$ cat config.mk
export PLATFORM = sky130hd
export DESIGN_NAME = instr_fetch_unit
export DESIGN_NICKNAME = d
export VERILOG_FILES = /design/src/rtl/instr_fetch_unit_pkg.sv /design/src/rtl/instr_fetch_unit_skid.sv /design/src/rtl/instr_fetch_unit.sv
export SDC_FILE = /design/constraint.sdc
export NUM_CORES = 1
export LEC_CHECK = 0
export CORE_ASPECT_RATIO = 1.4
export CORE_MARGIN = 2
export CORE_UTILIZATION = 45
export DETAILED_ROUTE_END_ITERATION = 6
export PLACE_DENSITY = 0.72
export SLEW_MARGIN = 10
export SYNTH_ARGS = -nofsm -noshare
export SYNTH_HDL_FRONTEND = slang
export SYNTH_SLANG_ARGS = --single-unit
$ cat constraint.sdc
create_clock -name clk -period 2.2 [get_ports clk]
set_input_delay 0.44 -clock clk [delete_from_list [all_inputs] [get_ports clk]]
set_output_delay 0.44 -clock clk [all_outputs]
set_load 0.005 [all_outputs]
$ cat src/rtl/instr_fetch_unit_pkg.sv
// -----------------------------------------------------------------------------
// instr_fetch_unit_pkg
// Shared pipeline definitions used by the fetch and dependency-check stages:
// opcode field constants, the NOP instruction word, the fetch FSM state
// encoding and small opcode-decode helpers.
// -----------------------------------------------------------------------------
package instr_fetch_unit_pkg;

   localparam int unsigned WORD_W = 32;
   localparam int unsigned ADDR_W = 10;

   // Opcode field ins[31:26]
   localparam logic [5:0] OP_JMP        = 6'b011000;
   localparam logic [5:0] OP_LOAD       = 6'b010100;
   localparam logic [5:0] OP_ST         = 6'b010101;
   localparam logic [3:0] COND_J_PREFIX = 4'b0111;

   // Bubble word inserted whenever ins_valid is low
   localparam logic [WORD_W-1:0] NOP_WORD = 32'hFC00_0000;

   typedef enum logic [2:0] {
      S_IDLE      = 3'd0,
      S_RUN       = 3'd1,
      S_LD_BUBBLE = 3'd2,
      S_SKID_OUT  = 3'd3,
      S_REDIRECT  = 3'd4
   } fetch_state_e;

   function automatic logic is_jmp(input logic [WORD_W-1:0] word);
      return (word[31:26] == OP_JMP);
   endfunction

   function automatic logic is_load(input logic [WORD_W-1:0] word);
      return (word[31:26] == OP_LOAD);
   endfunction

endpackage

$ cat src/rtl/instr_fetch_unit_skid.sv
// -----------------------------------------------------------------------------
// fetch_skid_reg
// One-entry holding register for an instruction word that arrives while the
// fetch stage is emitting a load bubble.
// Ports:
//   clk, reset     - clock, asynchronous active-low reset
//   load           - capture word_in/pc_in and mark full
//   clear          - empty the entry (wins over load)
//   word_in, pc_in - word and its address to capture
//   word, pc, full - stored contents
// -----------------------------------------------------------------------------
module fetch_skid_reg
   import instr_fetch_unit_pkg::*;
(
   input  logic              clk,
   input  logic              reset,
   input  logic              load,
   input  logic              clear,
   input  logic [WORD_W-1:0] word_in,
   input  logic [ADDR_W-1:0] pc_in,
   output logic [WORD_W-1:0] word,
   output logic [ADDR_W-1:0] pc,
   output logic              full
);

   logic [WORD_W-1:0] word_q, word_d;
   logic [ADDR_W-1:0] pc_q, pc_d;
   logic              full_q, full_d;

   // Next-entry selection: clear has priority so a redirect always wins.
   always_comb begin
      word_d = word_q;
      pc_d   = pc_q;
      full_d = full_q;
      if (clear) begin
         word_d = NOP_WORD;
         pc_d   = 10'd0;
         full_d = 1'b0;
      end else if (load) begin
         word_d = word_in;
         pc_d   = pc_in;
         full_d = 1'b1;
      end else begin
         full_d = full_q;
      end
   end

   // Entry storage.
   always_ff @(posedge clk or negedge reset) begin
      if (!reset) begin
         word_q <= NOP_WORD;
         pc_q   <= 10'd0;
         full_q <= 1'b0;
      end else begin
         word_q <= word_d;
         pc_q   <= pc_d;
         full_q <= full_d;
      end
   end

   assign word = word_q;
   assign pc   = pc_q;
   assign full = full_q;

endmodule

$ cat src/rtl/instr_fetch_unit.sv
// -----------------------------------------------------------------------------
// instr_fetch_unit
// Fetch stage: issues word addresses to a synchronous-read instruction memory,
// forwards returned words to the dependency-check stage, inserts one bubble
// after each LOAD (holding the in-flight word in a skid register) and one
// bubble after each JMP or taken branch.
// Ports:
//   clk, reset            - clock, asynchronous active-low reset
//   imem_addr, imem_en    - memory request (data returns one cycle later)
//   imem_rdata            - word for the address issued last cycle
//   br_taken, br_target   - taken-branch redirect from execute
//   ins, ins_valid, ins_pc- registered instruction, valid flag and address
// -----------------------------------------------------------------------------
module instr_fetch_unit
   import instr_fetch_unit_pkg::*;
(
   input  logic              clk,
   input  logic              reset,
   output logic [ADDR_W-1:0] imem_addr,
   output logic              imem_en,
   input  logic [WORD_W-1:0] imem_rdata,
   input  logic              br_taken,
   input  logic [ADDR_W-1:0] br_target,
   output logic [WORD_W-1:0] ins,
   output logic              ins_valid,
   output logic [ADDR_W-1:0] ins_pc
);

   fetch_state_e      state_q, state_d;
   logic [ADDR_W-1:0] pc_q, pc_d;
   logic [ADDR_W-1:0] fpc_q, fpc_d;    // address of the word in flight
   logic              fv_q, fv_d;      // a word arrives this cycle
   logic [WORD_W-1:0] ins_q, ins_d;
   logic              ins_valid_q, ins_valid_d;
   logic [ADDR_W-1:0] ins_pc_q, ins_pc_d;

   logic              issue_s;
   logic              skid_load_s;
   logic              skid_clear_s;
   logic [WORD_W-1:0] skid_word_s;
   logic [ADDR_W-1:0] skid_pc_s;
   logic              skid_full_s;

   fetch_skid_reg u_skid (
      .clk     (clk),
      .reset   (reset),
      .load    (skid_load_s),
      .clear   (skid_clear_s),
      .word_in (imem_rdata),
      .pc_in   (fpc_q),
      .word    (skid_word_s),
      .pc      (skid_pc_s),
      .full    (skid_full_s)
   );

   // Fetch FSM next-state, pc and output-stage computation.
   always_comb begin
      state_d      = state_q;
      pc_d         = pc_q;
      ins_d        = NOP_WORD;
      ins_valid_d  = 1'b0;
      ins_pc_d     = 10'd0;
      issue_s      = 1'b0;
      skid_load_s  = 1'b0;
      skid_clear_s = 1'b0;

      case (state_q)
         S_IDLE: begin
            issue_s = 1'b1;
            pc_d    = pc_q + 10'd1;
            state_d = S_RUN;
         end
         S_RUN: begin
            issue_s = 1'b1;
            pc_d    = pc_q + 10'd1;
            if (fv_q) begin
               ins_d       = imem_rdata;
               ins_valid_d = 1'b1;
               ins_pc_d    = fpc_q;
               if (is_jmp(imem_rdata)) begin
                  pc_d    = imem_rdata[9:0];
                  state_d = S_REDIRECT;
               end else if (is_load(imem_rdata)) begin
                  state_d = S_LD_BUBBLE;
               end else begin
                  state_d = S_RUN;
               end
            end else begin
               state_d = S_RUN;
            end
         end
         S_LD_BUBBLE: begin
            // Memory idles for one cycle; the word issued just before the
            // LOAD bubble is parked in the skid register.
            skid_load_s = fv_q;
            state_d     = S_SKID_OUT;
         end
         S_SKID_OUT: begin
            issue_s      = 1'b1;
            pc_d         = pc_q + 10'd1;
            skid_clear_s = 1'b1;
            if (skid_full_s) begin
               ins_d       = skid_word_s;
               ins_valid_d = 1'b1;
               ins_pc_d    = skid_pc_s;
               if (is_jmp(skid_word_s)) begin
                  pc_d    = skid_word_s[9:0];
                  state_d = S_REDIRECT;
               end else if (is_load(skid_word_s)) begin
                  state_d = S_LD_BUBBLE;
               end else begin
                  state_d = S_RUN;
               end
            end else begin
               state_d = S_RUN;
            end
         end
         S_REDIRECT: begin
            // The word arriving now belongs to the abandoned path.
            issue_s = 1'b1;
            pc_d    = pc_q + 10'd1;
            state_d = S_RUN;
         end
         default: begin
            state_d = S_IDLE;
            pc_d    = 10'd0;
         end
      endcase

      // A taken branch overrides whatever the current state decided.
      if (br_taken) begin
         pc_d         = br_target;
         skid_load_s  = 1'b0;
         skid_clear_s = 1'b1;
         ins_d        = NOP_WORD;
         ins_valid_d  = 1'b0;
         ins_pc_d     = 10'd0;
         state_d      = S_REDIRECT;
      end else begin
         skid_clear_s = skid_clear_s;
      end

      fv_d = issue_s;
      if (issue_s) begin
         fpc_d = pc_q;
      end else begin
         fpc_d = fpc_q;
      end
   end

   // State and registered outputs.
   always_ff @(posedge clk or negedge reset) begin
      if (!reset) begin
         state_q     <= S_IDLE;
         pc_q        <= 10'd0;
         fpc_q       <= 10'd0;
         fv_q        <= 1'b0;
         ins_q       <= NOP_WORD;
         ins_valid_q <= 1'b0;
         ins_pc_q    <= 10'd0;
      end else begin
         state_q     <= state_d;
         pc_q        <= pc_d;
         fpc_q       <= fpc_d;
         fv_q        <= fv_d;
         ins_q       <= ins_d;
         ins_valid_q <= ins_valid_d;
         ins_pc_q    <= ins_pc_d;
      end
   end

   // IDLE issues as soon as reset releases, so the enable is gated by reset
   // to keep the memory quiet while reset is held.
   assign imem_en   = issue_s & reset;
   assign imem_addr = pc_q;
   assign ins       = ins_q;
   assign ins_valid = ins_valid_q;
   assign ins_pc    = ins_pc_q;

endmodule
Yosys cells after proc, flatten, opt, wreduce, memory -nomap -nowiden --
Index checks and enable logic that the tools add are counted.
Word-level totals: flip-flop bits (word level) 110, output and inout port bits 54, memories kept 0, ROM bits 0, bits in latches 0, input bits 45, memory bits (writable) 0
Operators by class: $lt $le $gt $ge 0, divide/modulo/power cells 0, multiply operators 0, equal/unequal tests 9, bitwise logic cells 1, reduce and logical (&&, ||, !) cells 4, multiplexer cells 37, shift-type cells 0, add/subtract/negate cells 1
Operators by type and width (count):
- $mux 32 | 5
- $mux 10 | 10
- $pmux 32 s2 | 1
- $pmux 10 s4 | 1
- $eq 6x5->1 const B | 4
- $pmux 10 s2 | 1
- $mux 3 | 5
- $pmux 3 s4 | 1
- $add 10x1->10 const B | 1
- $mux 1 | 10
- $eq 3x2->1 const B | 2
- $mux 2 | 2
- $reduce_or 4->1 | 1
- $eq 3x1->1 const B | 1
- $eq 3x3->1 const B | 1
- $logic_not 3->1 | 1
- $ne 2x2->1 const B | 1
- $pmux 1 s2 | 1
- $reduce_bool 2->1 | 1
- $reduce_or 2->1 | 1
- $and 1x1->1 | 1

Logic depth before layout (Yosys ltp) --
Gate-level depths: netlist of run 1.
depth in word-level cells 6, gate-level depth with buffers 8, depth with buffers taken out 6

Modules after synthesis --
A second synthesis of run 1 with hierarchy kept.
Second synthesis, totals: cell total of the unflattened synthesis 466, area, all modules 5136.2 µm²
Modules (own cells, without submodules):
- instr_fetch_unit | area an instance 3333.2 µm², seq. area each 1684.1 µm², cells each 327, times used 1
- fetch_skid_reg | area an instance 1803.0 µm², seq. area each 1083.5 µm², cells each 139, times used 1

Worst setup path after synthesis of run 1 --
Ideal clock, no wire load.
path type register -> register, start point reg u_skid.word_q[30] (netlist: u_skid.word[30]), end point reg pc_q[5] (netlist: imem_addr[5]), required time 2.077 ns, stages on the path, launching flop included 7, slack 0.279 ns, library setup time 0.123 ns, arrival time 1.798 ns, path buffers 1, cell sequence dfstp_2 or4b_4 or2_1 a21o_1 buf_6 a221oi_2 o21ai_1
Between the ends: cells in the longest elaborated chain, start to end 5
RTL lines:
- start: declaration | RTL line instr_fetch_unit_skid.sv:26 | logic [WORD_W-1:0] word_q, word_d;
- start signal: assignment | RTL line instr_fetch_unit_skid.sv:55 | word_q <= word_d;
- $eq 6x5->1 | RTL line instr_fetch_unit_pkg.sv:30 | return (word[31:26] == OP_JMP);
- $mux 10 | RTL line instr_fetch_unit.sv:106 | if (is_jmp(skid_word_s)) begin
- $mux 10 | RTL line instr_fetch_unit.sv:102 | if (skid_full_s) begin
- $pmux 10 s4 | RTL line instr_fetch_unit.sv:67 | case (state_q)
- $mux 10 | RTL line instr_fetch_unit.sv:131 | if (br_taken) begin
- end signal: assignment | RTL line instr_fetch_unit.sv:163 | pc_q <= pc_d;
- end: declaration | RTL line instr_fetch_unit.sv:30 | logic [ADDR_W-1:0] pc_q, pc_d;
Every way passes these cells. A chain may end at the register's enable or synchronous reset.

Worst setup path in the final report of run 1 --
start point reg u_skid.word_q[30] (netlist: u_skid.word[30]), end point reg pc_q[7] (netlist: imem_addr[7])
The elaborated chain is that of the path after synthesis.

==> flow_metrics.py, run 1 <==
metrics = {
    "final_layout": {
        "nFillCells": 882,
        "drive_gt1_share_pct": 15.0,
        "syn_to_final_growth_pct": 31.5,
        "multi_input_area_mm2": 0.00182,
        "antenna_cells": 0,
        "layout_common_cells": "dfrtp_1, clkdlybuf4s50_1, nor2_1, a22oi_1, nand2_1",
        "instances_no_fill": 666,
        "layout_commonest_cell": "dfrtp_1",
        "regArea_mm2": 0.00277,
        "final_nets": 569,
    },
    "setup_path": {
        "worst_ep_arrival_time_ns": 2.28,
        "critPathCaptureType": "register",
        "max_stage_delay_ns": 0.53,
        "crit_type": "reg2reg",
        "startpoint": "u_skid.word[30]",
        "crit_cells": 5,
        "crit_path_max_fanout": 10,
        "cp_data_required_time_ns": 2.43,
        "slowest_stage": "dfstp_2",
        "critical_path.top_delay_family": "simple AND/OR/NAND/NOR gates",
        "cp_cell_sequence": "or4b_4, or2_1, a21o_2, a221oi_2, o21ai_1",
        "reg2reg_from": "u_skid.word[30]",
        "r2r-end": "imem_addr[7]",
        "r2r_slack_ns": 0.15,
        "startpoint_type": "register",
        "cp_num_buf_inv": 0,
        "reg2reg_depth": 5,
    },
    "synthesis": {
        "yosys.area_share.simple_pct": 14.4,
        "ys_seq_area_share_pct": 57.9,
        "synth_xor_area_share_pct": 1.47,
        "synth_ff_type": "dfrtp_1",
        "synth_compound_area_share_pct": 21.0,
        "synthCells": 425,
        "postSynthAreaPerCell_um2": 11.3,
        "async_reset_ff_share_pct": 100,
        "synth_top_area_cell": "dfrtp_1",
        "ys_seq_elements": 110,
        "synthesis.nets": 471,
        "synth_top_family_by_area": "compound AO/OA/AOI/OAI gates",
        "yosysWarnings": 0,
        "synth-edff-count": 0,
        "synth_top_area_share_pct": 51.3,
        "synth_area_mm2": 0.00478,
        "synth_cell_types": 55,
        "synthAdderAreaFrac_pct": 0.262,
        "synthMuxAreaShare_pct": 0.680,
        "yosys-top-cells-area": "dfrtp_1, dfstp_2, a22o_1",
    },
    "routing": {
        "wl_um": 11600,
        "vias_per_cell": 5.58,
        "drt_iter0_markers": 238,
        "wl_per_cell_um": 17.5,
        "drtPass1Iterations": 4,
        "drc_errors": 0,
        "postRouteAntennaNets": 0,
        "route.vias.total": 3719,
    },
    "placement": {
        "numPortBuffers": 98,
        "place_ws_ns": -0.0899,
        "post-dp-hpwl_um": 7790,
        "dp_cells": 650,
        "place_congestion": 0.847,
    },
    "global_route": {
        "met2_usage_pct": 34.8,
        "grt_util_met3_pct": 3.41,
        "grt_antenna_before_repair": 0,
        "grt_pass1_vias": 3765,
        "grtUsageMet1_pct": 28.8,
        "gr-usage-all-layers_pct": 21.3,
        "grt-ovfl-total": 0,
        "grt_pass1_wl_um": 19600,
        "grt_max_degree": 111,
        "grt-busiest-layer": "met2",
    },
    "run_status": {
        "status": "finished, final reports clean",
    },
    "clocking": {
        "clock-sinks": 110,
        "cts_max_path_buffers": 2,
        "cts_tree": "yes",
        "hold_buffers": 0,
        "clk_latency_ns": 0.35,
        "cts_root_buffer": "clkbuf_16",
        "cts_buffers": 9,
        "postCtsSetupBuffers": 0,
        "clk_pin_slew_ns": 0.07,
        "htreeDepth": 3,
    },
    "floorplanning": {
        "die-height_um": 126,
        "die_width_um": 91.1,
        "die_area_mm2": 0.0115,
        "core-area_mm2": 0.0103,
        "num_rows": 44,
        "start_util_pct": 46.2,
        "pin_count": 99,
    },
    "timing": {
        "tightest_slew_ns": 0.567,
        "report.final.setup_viol": 0,
        "fin_ws_ns": 0.152,
        "rsz0062_at_grt": "false",
        "slew_violations": 0,
        "fin_skew_ns": 0.00608,
        "min_period_ns": 2.05,
        "relSlewSlack_pct": 62.2,
        "tns_ns": 0,
        "maxClockFrequency_mhz": 488,
        "hold_violations": 0,
        "period_share_pct": 93.1,
    },
    "pwr": {
        "cellPowerDensity_mw_per_mm2": 663,
        "power_uw": 4170,
        "peakVddDrop_v": 0.000435,
        "p_leak_uw": 0.00269,
    },
    "flow_run": {
        "cap_violations": 0,
    },
    "worst_hold_path": {
        "hp-class": "in2async",
    },
}
==> state kept, by name (all words and copies together) (netlist names) <==
name	count
fv_q	1
ins_valid	1
ins_pc	10
ins	32
imem_addr	10
u_skid.full	1
fpc_q	10
u_skid.word	32
u_skid.pc	10
state_q	3
==> logic make-up after synthesis <==
logic type / after synthesis
adders and majority gates: 1
and+or+nand+nor: 133
AOI/OAI and AO/OA: 125
DFF: 110
buffers and inverters: 45
muxes: 3
xor gates and xnor gates: 8
==> worst max path at each step <==
| stage | end |
|---|---|
| after floorplan | imem_addr[5] |
| after global placement | imem_addr[5] |
| after detailed placement | imem_addr[6] |
| after CTS | imem_en |
| after global routing | imem_addr[6] |
| final | imem_addr[7] |
==> worst reg2reg max path: cells and delay by family, from the launching register on <==
family,cells,cell delay [ns]
compound gates,3,0.65
flops,1,0.53
simple gates,2,0.76
==> power breakdown <==
group	switching, uW	leakage [uW]	internal, uW	total [uW]
clock network	762	0.000140	787	1550
registers	76.3	0.00144	2080	2160
logic	226	0.00111	238	465
total	1060	0.00269	3110	4170
==> synthesized netlist by cell type (6+ instances only) <==
| library cell | n |
|---|---|
| dfrtp_1 | 98 |
| nor2_1 | 48 |
| a22oi_1 | 41 |
| nand2_1 | 39 |
| a22o_1 | 36 |
| clkbuf_1 | 19 |
| a21oi_1 | 15 |
| buf_2 | 14 |
| dfstp_2 | 12 |
| inv_1 | 8 |
| a221oi_2 | 6 |
==> cell type report <==
| cell class | count | area share, % |
|---|---|---|
| multi-input combinational | 270 | 29.0 |
| tap | 138 | 2.75 |
| sequential | 110 | 44.0 |
| timing repair buffer | 124 | 19.3 |
| clock inverter | 7 | 0.915 |
| clock buffer | 9 | 3.58 |
| inverter | 8 | 0.478 |
==> repair_timing <==
| action | in CTS | in global routing |
|---|---|---|
| gates resized for setup | 2 | 2 |
| setup endpoints to repair | 1 | 3 |
| pin swaps | 0 | 0 |
==> metrics by stage <==
stage,hold WS (ns),util (%),cell area (um2)
after floorplan,0.144,-,4780
after global placement,0.481,57.9,6000
after detailed placement,0.485,57.9,6000
after CTS,0.195,60.7,6280
after global routing,0.216,60.7,6290
final,0.171,60.7,6290
==> routing by layer <==
layer	vias to the layer above	part of all wire, %	routed length, um
li1	1737	-	-
met1	1868	43	5040
met2	98	51	5940
met3	16	3.8	438
met4	0	1.8	214
met5	-	0	0
(Power assumes the default switching activity.)
==> inputs of run 2 (changes only) <==
--- a/config.mk
+++ b/config.mk
@@ -10,4 +10,5 @@
 export CORE_UTILIZATION = 45
 export DETAILED_ROUTE_END_ITERATION = 6
+export GPL_ROUTABILITY_DRIVEN = 1
 export PLACE_DENSITY = 0.72
 export SLEW_MARGIN = 10
==> constraint.sdc (replaced) <==
create_clock -name clk -period 2.2 [get_ports clk]
set_input_delay 0.33 -clock clk [delete_from_list [all_inputs] [get_ports clk]]
set_output_delay 0.33 -clock clk [all_outputs]
set_load 0.005 [all_outputs]
==> flow_metrics.py, run 2 (synthesized netlist as in run 1, its figures left out) <==
metrics = {
    "run_status": {
        "status": "finished, final reports clean",
    },
    "global_route": {
        "grt_pass1_vias": 3829,
        "grt_pass1_wl_um": 19600,
        "grt_antenna_before_repair": 0,
        "gr-usage-all-layers_pct": 21.3,
        "grt-ovfl-total": 0,
        "grt_max_degree": 111,
    },
    "routing": {
        "wl_per_cell_um": 17.8,
        "route.vias.total": 3724,
        "vias_per_cell": 5.64,
        "drc_errors": 0,
        "drt_iter0_markers": 208,
        "drtPass1Iterations": 4,
        "wl_um": 11700,
        "postRouteAntennaNets": 0,
    },
    "floorplanning": {
        "num_rows": 44,
        "pin_count": 99,
        "die-height_um": 126,
        "start_util_pct": 46.2,
        "core-area_mm2": 0.0103,
        "die_width_um": 91.1,
        "die_area_mm2": 0.0115,
    },
    "clocking": {
        "cts_tree": "yes",
        "cts_buffers": 9,
        "clk_pin_slew_ns": 0.07,
        "clock-sinks": 110,
        "clk_latency_ns": 0.34,
        "cts_root_buffer": "clkbuf_16",
        "cts_max_path_buffers": 2,
        "htreeDepth": 3,
    },
    "setup_path": {
        "worst_ep_arrival_time_ns": 1.81,
        "slowest_stage": "clkdlybuf4s50_1",
        "cp_data_required_time_ns": 1.87,
        "cp_cell_sequence": "mux2_4, inv_1, and2_1, clkdlybuf4s50_1",
        "crit_type": "reg2out",
        "crit_path_max_fanout": 6,
        "r2r_slack_ns": 0.09,
        "max_stage_delay_ns": 0.49,
        "startpoint_type": "register",
        "critPathCaptureType": "output port",
    },
    "placement": {
        "post-dp-hpwl_um": 7790,
        "numPortBuffers": 98,
        "place_congestion": 0.862,
        "place_ws_ns": -0.0179,
    },
    "pwr": {
        "cellPowerDensity_mw_per_mm2": 653,
        "power_uw": 4070,
        "peakVddDrop_v": 0.000347,
        "p_leak_uw": 0.00265,
    },
    "timing": {
        "relSlewSlack_pct": 62.8,
        "tightest_slew_ns": 0.558,
        "fin_skew_ns": 0.00943,
        "maxClockFrequency_mhz": 467,
        "hold_violations": 0,
        "rsz0062_at_grt": "false",
        "fin_ws_ns": 0.0585,
        "slew_violations": 0,
        "min_period_ns": 2.14,
        "period_share_pct": 97.3,
        "report.final.setup_viol": 0,
    },
    "final_layout": {
        "regArea_mm2": 0.00277,
        "antenna_cells": 0,
        "final_nets": 565,
        "multi_input_area_mm2": 0.00182,
        "drive_gt1_share_pct": 13.4,
        "layout_common_cells": "dfrtp_1, clkdlybuf4s50_1, nor2_1, a22oi_1, nand2_1",
        "nFillCells": 899,
        "syn_to_final_growth_pct": 30.5,
    },
    "worst_hold_path": {
        "hp-class": "in2async",
    },
    "flow_run": {
        "cap_violations": 0,
    },
}
run 2: through the flow:
step | area, um2 | util, % | TNS, ns | instances | hold slack [ns]
detailed placement | 5960 | 57.6 | -0.0179 | 644 | 0.476
CTS | 6220 | 60.1 | 0 | 658 | 0.108
finish | 6240 | 60.3 | 0 | 660 | 0.0791
global route | 6240 | 60.3 | 0 | 660 | 0.111
floorplan | 4780 | - | 0 | 425 | 0.0344
global placement | 5960 | 57.6 | 0 | 644 | 0.465
run 2: where the power goes:
group	leakage (uW)	switching (uW)	internal, uW
combinational	0.00108	225	236
sequential	0.00144	79.2	2080
clock	0.000122	694	754
total	0.00265	998	3070
run 2: layout make-up:
type                    count  area share (%)
clock buffers              10            3.67
clock inverters             4           0.401
inverters                   8           0.481
multi-input cells         270            29.2
flip-flops and latches    110            44.4
well taps                 138            2.77
repair buffers            120            19.1
run 2: layer usage:
metal | vias to the layer above | wire length (um) | GRT usage, %
met3 | 16 | 579 | 3.41
li1 | 1727 | - | -
met5 | - | 0 | 0
met2 | 114 | 5950 | 35.3
met1 | 1867 | 5000 | 28.0
met4 | 0 | 212 | 8.56
run 2: worst paths after layout:
path / start / end / depth (start not counted)
setup reg to reg: u_skid.word[30] / imem_addr[6] / 5
hold / removal: reset / ins_valid / 2
min in group clk: u_skid.word[26] / u_skid.word[26] / 2
setup / recovery: state_q[0] / imem_en / 4
hold reg to reg: u_skid.word[26] / u_skid.word[26] / 2
max in group asynchronous: reset / imem_addr[5] / 2
run 2: worst max-delay path, delay by kind of cell (launching register included):
family,cells,cell delay (ns)
buf+inv,2,0.58
flops,1,0.44
mux,1,0.33
simple gates,1,0.13
run 2: repair_timing:
| action | 4_1_cts | 5_1_grt |
|---|---|---|
| setup buffers | 0 | 2 |
| hold buffers | 0 | 0 |
| setup endpoints to repair | 0 | 1 |
| gates resized for setup | 0 | 2 |
